[config.mk]
export PLATFORM = sky130hd
export DESIGN_NAME = mem_port_arbiter
export DESIGN_NICKNAME = d
export VERILOG_FILES = /design/src/rtl/mem_port_arbiter.sv
export SDC_FILE = /design/constraint.sdc
export NUM_CORES = 1
export LEC_CHECK = 0
export ABC_AREA = 1
export CAP_MARGIN = 30
export CORE_MARGIN = 4
export CORE_UTILIZATION = 47
export DETAILED_ROUTE_END_ITERATION = 6
export PLACE_DENSITY = 0.95
export SETUP_SLACK_MARGIN = 0.05
export SYNTH_ARGS = -nofsm -noshare
export SYNTH_HDL_FRONTEND = slang
export SYNTH_SLANG_ARGS = --single-unit
[constraint.sdc]
create_clock -name clk -period 3 [get_ports clk]
set_input_delay 0.6 -clock clk [delete_from_list [all_inputs] [get_ports clk]]
set_output_delay 0.6 -clock clk [all_outputs]
set_load 0.01 [all_outputs]
[src/rtl/mem_port_arbiter.sv]
// rtl/mem_port_arbiter.sv - round-robin fetch/data arbiter for the shared memory port
//
// Ports:
//   clk, rst                  core clock, synchronous active-high reset
//   order_req/address         instruction-fetch request (held until order_cplt)
//   order_rdata, order_cplt   fetched word (held) and one-cycle completion pulse
//   data_rw/size/address/wdata data request: rw 2 = read, 3 = write, 0/1 = idle
//   data_rdata, data_cplt     read data (held) and one-cycle completion pulse
//   mem_rw/size/address/wdata registered memory command, constant while busy
//   mem_rdata, mem_cplt       memory read data and one-cycle completion pulse
//   bus_err                   pulses with *_cplt when a transaction timed out
module mem_port_arbiter #(
  parameter int unsigned TIMEOUT = 1024
) (
  input  logic        clk,
  input  logic        rst,
  input  logic        order_req,
  input  logic [31:0] order_address,
  output logic [31:0] order_rdata,
  output logic        order_cplt,
  input  logic [1:0]  data_rw,
  input  logic [1:0]  data_size,
  input  logic [31:0] data_address,
  input  logic [31:0] data_wdata,
  output logic [31:0] data_rdata,
  output logic        data_cplt,
  output logic [1:0]  mem_rw,
  output logic [1:0]  mem_size,
  output logic [31:0] mem_address,
  output logic [31:0] mem_wdata,
  input  logic [31:0] mem_rdata,
  input  logic        mem_cplt,
  output logic        bus_err
);

  typedef enum logic [1:0] {
    IDLE   = 2'd0,
    BUSY_O = 2'd1,
    BUSY_D = 2'd2,
    RESP   = 2'd3
  } state_t;

  typedef enum logic {
    GRANT_FETCH = 1'b0,
    GRANT_DATA  = 1'b1
  } grant_t;

  // A zero TIMEOUT disables the abort path entirely.
  localparam bit          TIMEOUT_EN = (TIMEOUT != 0);
  localparam logic [15:0] LIMIT      = (TIMEOUT == 0) ? 16'd0 : 16'(TIMEOUT - 1);

  state_t      state, state_d;
  grant_t      last_grant;
  logic [15:0] cnt;

  logic fetch_req, data_req;
  logic grant_fetch, grant_data;
  logic finish, abort;
  logic busy;

  assign fetch_req = order_req;
  assign data_req  = data_rw[1];
  assign busy      = (state == BUSY_O) || (state == BUSY_D);

  always_ff @(posedge clk) begin
    if (rst) begin
      state <= IDLE;
    end else begin
      state <= state_d;
    end
  end

  always_comb begin
    state_d     = state;
    grant_fetch = 1'b0;
    grant_data  = 1'b0;
    finish      = 1'b0;
    abort       = 1'b0;
    case (state)
      IDLE: begin
        // Fetch wins when alone, or when both ask and data went last.
        if (fetch_req && (!data_req || last_grant == GRANT_DATA)) begin
          grant_fetch = 1'b1;
          state_d     = BUSY_O;
        end else if (data_req) begin
          grant_data = 1'b1;
          state_d    = BUSY_D;
        end
      end
      BUSY_O, BUSY_D: begin
        // A completion on the limit cycle takes priority over the abort.
        if (mem_cplt) begin
          finish  = 1'b1;
          state_d = RESP;
        end else if (TIMEOUT_EN && cnt == LIMIT) begin
          finish  = 1'b1;
          abort   = 1'b1;
          state_d = RESP;
        end
      end
      RESP: begin
        state_d = IDLE;
      end
      default: begin
        state_d = IDLE;
      end
    endcase
  end

  always_ff @(posedge clk) begin
    if (rst) begin
      last_grant  <= GRANT_DATA;
      cnt         <= 16'd0;
      mem_rw      <= 2'd0;
      mem_size    <= 2'd0;
      mem_address <= 32'd0;
      mem_wdata   <= 32'd0;
      order_rdata <= 32'd0;
      data_rdata  <= 32'd0;
      order_cplt  <= 1'b0;
      data_cplt   <= 1'b0;
      bus_err     <= 1'b0;
    end else begin
      order_cplt <= 1'b0;
      data_cplt  <= 1'b0;
      bus_err    <= 1'b0;

      if (grant_fetch) begin
        mem_rw      <= 2'd2;
        mem_size    <= 2'd3;
        mem_address <= order_address;
        mem_wdata   <= 32'd0;
        last_grant  <= GRANT_FETCH;
        cnt         <= 16'd0;
      end

      if (grant_data) begin
        mem_rw      <= data_rw;
        mem_size    <= data_size;
        mem_address <= data_address;
        mem_wdata   <= data_wdata;
        last_grant  <= GRANT_DATA;
        cnt         <= 16'd0;
      end

      if (busy && !finish) begin
        cnt <= cnt + 16'd1;
      end

      if (finish) begin
        mem_rw  <= 2'd0;
        bus_err <= abort;
        // mem_rw[0] is clear for reads; writes leave rdata untouched.
        if (state == BUSY_O) begin
          order_cplt <= 1'b1;
          if (!mem_rw[0]) begin
            order_rdata <= abort ? 32'hFFFF_FFFF : mem_rdata;
          end
        end else begin
          data_cplt <= 1'b1;
          if (!mem_rw[0]) begin
            data_rdata <= abort ? 32'hFFFF_FFFF : mem_rdata;
          end
        end
      end
    end
  end

endmodule

# Word-level counts from Yosys, hierarchy flattened
# Index checks and enable logic that the tools add are counted.
# totals
input_bits	136
output_inout_bits	135
regBits	154
word_cells	67
# op_classes
n_eq_ne	6
add_sub_neg	1
n_reduce_logical	16
bitwise_logic	3
mux	29
# op_table
op	count
$mux W32	5
$mux W16	3
$add A16 B1 Y16 const B	1
$eq A16 B10 Y1 const B	1
$mux W2	8
$mux W1	12
$reduce_or A2 Y1	4
$ne A3 B3 Y1 const B	2
$pmux W2 S3	1
$reduce_and A3 Y1	2
$eq A2 B2 Y1 const B	2
$not A1 Y1	3
$reduce_bool A3 Y1	1
$eq A2 B1 Y1 const B	1
$logic_and A1 B1 Y1	2
$logic_not A1 Y1	2
$logic_not A2 Y1	1
$logic_or A1 B1 Y1	2
$reduce_and A2 Y1	1
$reduce_bool A2 Y1	1

# Longest topological paths before layout
# Gate-level depths: netlist (run 1).
# logic_depth
word_depth	8
mapped_depth	11
depth_no_buf	10

# Least setup slack after synthesis (run 1)
# OpenSTA, ideal clock, no wires.
# synth_timing
kind	register -> register
start	reg state[0]
end	reg cnt[15]
slack_ps	1307
required_time_ps	2885
setup_time_ps	115
stages_incl_launch_ff	11
synth_period_minus_slack_ps	1693
arrival_time_ps	1578
n_path_buf	1
cell_sequence	dfxtp_1 > inv_1 > ha_1 > inv_1 > nor2_1 > nand2_1 > inv_1 > clkbuf_1 > nand4_1 > nand2_1 > nor2_1
# synth_between
elab_chain_len	6
word_cells_on_any_way	13
classes_between	eq/ne: 2; mux: 5; reduce/logical: 6
# synth_lines
element	line	text
start, declared	52	state_t state, state_d;
start signal, assigned	69	state <= state_d;
$eq A2 B1 Y1 or $eq A2 B2 Y1 (tied branches)	63, 79	
$reduce_or A2 Y1	79	case (state)
$mux W1	79	
$logic_not A1 Y1	146	if (busy && !finish) begin
$logic_and A1 B1 Y1	146	
$reduce_bool A3 Y1 (no source line) or $mux W16 (tied branches)	-	
end signal, assigned	147	cnt <= cnt + 16'd1;
end, declared	54	logic [15:0] cnt;
# Parallel ways exist; a longest one is shown, timed or not.
# A chain may end at the register's enable or synchronous reset.

# Final worst setup path (run 1)
# layout_timing
start	reg cnt[0]
end	reg order_rdata[18]
# layout_between
elab_chain_len	5
word_cells_on_any_way	8
classes_between	eq/ne: 1; mux: 6; reduce/logical: 1
# layout_lines
element	line	text
$eq A16 B10 Y1 *	95	end else if (TIMEOUT_EN && cnt == LIMIT) begin
$mux W1 *	95	
$mux W1	92	if (mem_cplt) begin
$mux W1	79	
$reduce_and A3 Y1 (no source line) or $mux W32 (tied branches)	-	
end signal, assigned	157	order_rdata <= abort ? 32'hFFFF_FFFF : mem_rdata;
end, declared	19	output logic [31:0] order_rdata,
# Every way passes the cells marked *; elsewhere a longest branch is shown, timed or not.

==> results_dict.tcl, run 1 <==
set metrics [dict create \
    status "completed" \
    initialDrtViolationCount 502 \
    layout_common_cells "nand2_1 (270), clkdlybuf4s50_1 (268), dfxtp_1 (154), nor2_1 (150), inv_1 (118)" \
    arrival_ns 2.76 \
    crit_type "reg2reg" \
    cp-start-kind "flop" \
    p_total_mw 7.72 \
    min_period_ns 2.47 \
    cp-end-kind "flop" \
    crit_fanout 64 \
    clock_sinks 154 \
    start_util_pct 47.6 \
    routed_wl_mm 21.9 \
    ir_drop_mv 0.434 \
    clock_latency_ns 0.41 \
    setup_tns_ns 0 \
    yosysSeqAreaShare_pct 44.7 \
    cellLeakagePower_nw 4.41 \
    fin_skew_ns 0.0113 \
    clk_path_buf_depth 2 \
    num-fill-cells 1104 \
    io_buffers 270 \
    layout_setup_ws_ns 0.528 \
    fin_util_pct 70.4 \
    hold_viol 0 \
    drive_gt1_share_pct 4.71 \
    grt_setup_unrepaired "no" \
    fp.dieH_um 129 \
    row_count 44 \
    grt_pass1_vias 7301 \
    pre_cts_ws_ns 0.461 \
    relSlewSlack_pct 41.5 \
    dieWidth_um 129 \
    die-area_um2 16700 \
    cts_tree "done" \
    ant_nets 0 \
    h-tree-depth 4 \
    maxSlewViolCount 0 \
    area_growth_pct 47.9 \
    powerDensity_nw_per_um2 757 \
    dpl.hpwl_mm 15.0 \
    ioPinCount 271 \
    worst_pin_slew_ns 0.876 \
    grt-ovfl-total 0 \
    syn_area_um2 6900 \
    maxCapViolations 0 \
    track_usage_pct 25.7 \
    clk_pin_slew_ns 0.06 \
    final_area_um2 10200 \
    hp-class "reg2reg" \
    core_area_um2 14500 \
    vias 7484 \
    final_common_cell "nand2_1" \
    yosysWarnings 0 \
    gp_congestion 0.891 \
    synth.distinct_cells 24 \
    required_ns 3.28 \
    fmax_ghz 0.405 \
    cts_setup_buffers 0 \
    antenna_found_initial 1 \
    first_pass_iters 5 \
    cts_resized 0 \
    hold_buffers 0 \
    postSynthCellCount 1008 \
    routedWlPerCell_um 15.2 \
    synth-seq-cells 154 \
    routed_via_density 5.21 \
    post_dp_cell_area_um2 9580 \
    syn_nets 1148 \
    grt_pass1_wl_mm 34.7 \
    cts_buffers 17 \
    setup_viol 0 \
    min_period_over_period_pct 82.4 \
    syn_avg_cell_area_um2 6.84 \
    nets 1379 \
    drc 0 \
    root_buffer "clkbuf_16" \
    grt_max_degree 76 \
]
-- power breakdown --
group / internal [mW] / switching, mW
clock network: 1.33 / 0.870
logic: 1.27 / 1.56
registers: 2.46 / 0.232
-- worst max-delay path: stages (launching register included) --
cell and delay, ns:
dfxtp_1 0.39, ha_1 0.21, nand3_1 0.16, nor2_2 0.22, nand2_1 0.11, nand2_2 0.14
nand4_4 0.67, nor2_1 0.36, nor2_1 0.08
-- synth_stat cells, drive strengths merged --
cell type | count | area [um^2]
a21oi | 49 | 245
a31oi | 32 | 200
buf | 24 | 176
clkbuf | 46 | 173
dfxtp | 154 | 3080
ha | 4 | 50.1
inv | 122 | 458
nand2 | 271 | 1020
nand3 | 55 | 275
nand4 | 69 | 462
nor2 | 151 | 569
nor3 | 9 | 45.0
nor3b | 2 | 15.0
o21ai | 15 | 78.8
o21bai | 1 | 7.51
o221a | 2 | 22.5
or2 | 1 | 6.26
xor2 | 1 | 8.76
-- area by class of cell --
class	instances	area [um^2]	area share, %
flip-flops and latches	154	3080	30.2
multi-input cells	662	3030	29.7
repair buffers	282	2780	27.3
clock buffers	21	480	4.71
inverters	122	458	4.49
well taps	184	230	2.26
clock inverters	11	133	1.30
diodes	1	2.50	0.0245
-- stage by stage --
step                      hold slack (ns)  std cells
after floorplan                     0.447       1008
after global placement              0.447       1404
after detailed placement            0.453       1404
after CTS                           0.461       1436
after global routing                0.478       1437
final                               0.461       1437
-- kinds of logic after synthesis --
logic type / share of synthesized area (%)
compound gates: 8.04
xor+xnor: 0.127
fa+ha+maj: 0.726
buf+inv: 11.7
flops: 44.7
simple gates: 34.7
-- metal layers --
metal | GRT usage [%] | share of wire [%]
met1 | 29.9 | 39
met2 | 42.8 | 48
met5 | 0 | 0
met3 | 8.62 | 9.8
met4 | 12.1 | 3.7
-- state kept, by name (all words and copies together), names as in the netlist, 2 cells and up --
name	cells
cnt	16
data_rdata	32
mem_address	32
mem_rw	2
mem_size	2
mem_wdata	32
order_rdata	32
state	2
-- final timing paths --
| check | start | end | slack, ns | depth (start not counted) |
|---|---|---|---|---|
| max reg2reg | cnt[0]$_SDFFE_PP0P_ | order_rdata[18]$_SDFFE_PP0P_ | 0.53 | 8 |
| min | mem_wdata[16]$_SDFFE_PP0P_ | mem_wdata[16]$_SDFFE_PP0P_ | 0.46 | 2 |
| max | cnt[0]$_SDFFE_PP0P_ | order_rdata[18]$_SDFFE_PP0P_ | 0.53 | 8 |
| min reg2reg | mem_wdata[16]$_SDFFE_PP0P_ | mem_wdata[16]$_SDFFE_PP0P_ | 0.46 | 2 |
No activity file was read; power rests on OpenSTA's default activity.
==> run 2: changes to the inputs <==
--- a/config.mk
+++ b/config.mk
@@ -8,9 +8,9 @@
 export ABC_AREA = 1
 export CAP_MARGIN = 30
 export CORE_MARGIN = 4
-export CORE_UTILIZATION = 47
+export CORE_UTILIZATION = 40
 export DETAILED_ROUTE_END_ITERATION = 6
-export PLACE_DENSITY = 0.95
+export PLACE_DENSITY = 0.87
 export SETUP_SLACK_MARGIN = 0.05
 export SYNTH_ARGS = -nofsm -noshare
 export SYNTH_HDL_FRONTEND = slang
==> constraint.sdc (replaced) <==
create_clock -name clk -period 2 [get_ports clk]
set_input_delay 0.4 -clock clk [delete_from_list [all_inputs] [get_ports clk]]
set_output_delay 0.4 -clock clk [all_outputs]
set_load 0.01 [all_outputs]
==> results_dict.tcl, run 2 (synthesis gave the netlist of run 1 again) <==
set metrics [dict create \
    status "completed" \
    routed_via_density 4.95 \
    rr_startpoint "cnt[1]$_SDFFE_PP0P_" \
    fmax_ghz 0.564 \
    fin_util_pct 62.3 \
    track_usage_pct 21.4 \
    initialDrtViolationCount 366 \
    nets 1393 \
    row_count 47 \
    cts_buffers 17 \
    gp_congestion 0.885 \
    ir_drop_mv 0.660 \
    antenna_found_initial 1 \
    grt_max_degree 66 \
    maxSlewViolCount 0 \
    area_growth_pct 51.5 \
    powerDensity_nw_per_um2 1110 \
    fp.dieH_um 139 \
    clk_pin_slew_ns 0.07 \
    hold_depth 3 \
    p_total_mw 11.6 \
    fin_skew_ns 0.0130 \
    final_common_cell "nand2_1" \
    cts_tree "done" \
    ant_nets 0 \
    setup_tns_ns 0 \
    required_ns 2.30 \
    min_period_ns 1.77 \
    arrival_ns 2.08 \
    io_buffers 270 \
    setup_viol 0 \
    hold_viol 0 \
    layout_common_cells "nand2_1 (270), clkdlybuf4s50_1 (268), dfxtp_1 (153), nor2_1 (150), inv_1 (117)" \
    h-tree-depth 4 \
    die-area_um2 19400 \
    core_area_um2 16800 \
    clock_latency_ns 0.42 \
    min_period_over_period_pct 88.7 \
    clk_path_buf_depth 2 \
    grt_pass1_wl_mm 34.5 \
    first_pass_iters 5 \
    crit_fanout 22 \
    cp-end-kind "flop" \
    drc 0 \
    start_util_pct 41.1 \
    reg2reg_depth 9 \
    grt-ovfl-total 0 \
    root_buffer "clkbuf_16" \
    vias 7355 \
    dpl.hpwl_mm 15.2 \
    worst_pin_slew_ns 0.687 \
    grt_setup_unrepaired "yes" \
    holdWs_ns 0.450 \
    routedWlPerCell_um 14.4 \
    worstSetupEndpoint "order_rdata[24]$_SDFFE_PP0P_" \
    routed_wl_mm 21.4 \
    cp-start-kind "flop" \
    grt_pass1_vias 7018 \
    maxCapViolations 0 \
    hp-class "in2reg" \
    timing.rr.end "order_rdata[24]$_SDFFE_PP0P_" \
    cellLeakagePower_nw 4.49 \
    relSlewSlack_pct 54.2 \
    dp_cells 1453 \
    ioPinCount 271 \
    rrSetupSlack_ns 0.23 \
    drive_gt1_share_pct 5.77 \
    instances_no_fill 1486 \
    clock_sinks 154 \
    crit_type "reg2reg" \
    crit_start "cnt[1]$_SDFFE_PP0P_" \
    dieWidth_um 139 \
]
==> run 2: cell count changes in the layout (fill, tap and decap cells not counted), sizes merged <==
cell / delta
clkinv: -2
clkinvlp: +3
buf: +14
clkbuf: -2
==> run 2: stage by stage <==
step	cell area [um^2]	setup WS, ns
after floorplan	6900	0.307
after global placement	9850	0.175
after detailed placement	9850	0.0875
after CTS	10400	0.181
after global routing	10400	0.0311
final	10400	0.226
==> run 2: cell type report <==
class / count / area, um^2
diodes: 1 / 2.50
clock buffers: 19 / 443
clock inverters: 12 / 139
fillers: 1418 / 6320
inverters: 122 / 458
multi-input cells: 662 / 3030
flip-flops and latches: 154 / 3080
well taps: 220 / 275
repair buffers: 296 / 3020
==> run 2: where the power goes <==
part | internal (mW) | switching, mW | total (mW) | leakage [nW]
Sequential | 3.69 | 0.333 | 4.02 | 1.26
Combinational | 2.05 | 2.35 | 4.40 | 2.96
Clock | 1.88 | 1.32 | 3.20 | 0.273
Total | 7.62 | 4.00 | 11.6 | 4.49
==> run 2: worst min-delay path by stage <==
stage | endpoint | slack [ns] | from
3_3_place_gp | mem_wdata[10]$_SDFFE_PP0P_ | 0.45 | mem_wdata[10]$_SDFFE_PP0P_
3_5_place_dp | mem_wdata[30]$_SDFFE_PP0P_ | 0.45 | mem_wdata[30]$_SDFFE_PP0P_
6_report | mem_address[21]$_SDFFE_PP0P_ | 0.45 | rst
4_1_cts | cnt[9]$_SDFFE_PP0P_ | 0.44 | rst
2_1_floorplan | cnt[0]$_SDFFE_PP0P_ | 0.45 | cnt[0]$_SDFFE_PP0P_
5_1_grt | cnt[9]$_SDFFE_PP0P_ | 0.45 | rst
==> run 2: worst max-delay path: stages (launching register included) <==
cell     delay, ns
dfxtp_1       0.36
ha_1          0.20
nand3_1       0.12
nor2_2        0.15
nand2_1       0.10
nand2_2       0.13
nand4_4       0.20
buf_12        0.23
nor2_1        0.11
nor2_1        0.06
==> run 2: repair_timing <==
action / 4_1_cts / 5_1_grt
setup buffers: 0 / 1
hold buffers: 0 / 0
gates resized for setup: 0 / 3
setup endpoints to repair: 0 / 38
==> run 2: routing by layer <==
layer / track usage, % / part of all wire, % / vias to the layer above
met5: 0 / 0 / -
met1: 24.7 / 40 / 3324
met3: 6.69 / 9.0 / 40
li1: - / - / 3702
met2: 37.2 / 49 / 289
met4: 7.78 / 2.3 / 0
==> run 3: changes to the inputs <==
--- a/config.mk
+++ b/config.mk
@@ -6,9 +6,9 @@
 export NUM_CORES = 1
 export LEC_CHECK = 0
 export ABC_AREA = 1
-export CAP_MARGIN = 30
 export CORE_MARGIN = 4
 export CORE_UTILIZATION = 40
+export CTS_CLUSTER_SIZE = 40
 export DETAILED_ROUTE_END_ITERATION = 6
 export PLACE_DENSITY = 0.87
 export SETUP_SLACK_MARGIN = 0.05
==> results of run 3 <==
Final layout, timing and power as in run 2 (identical DEF).
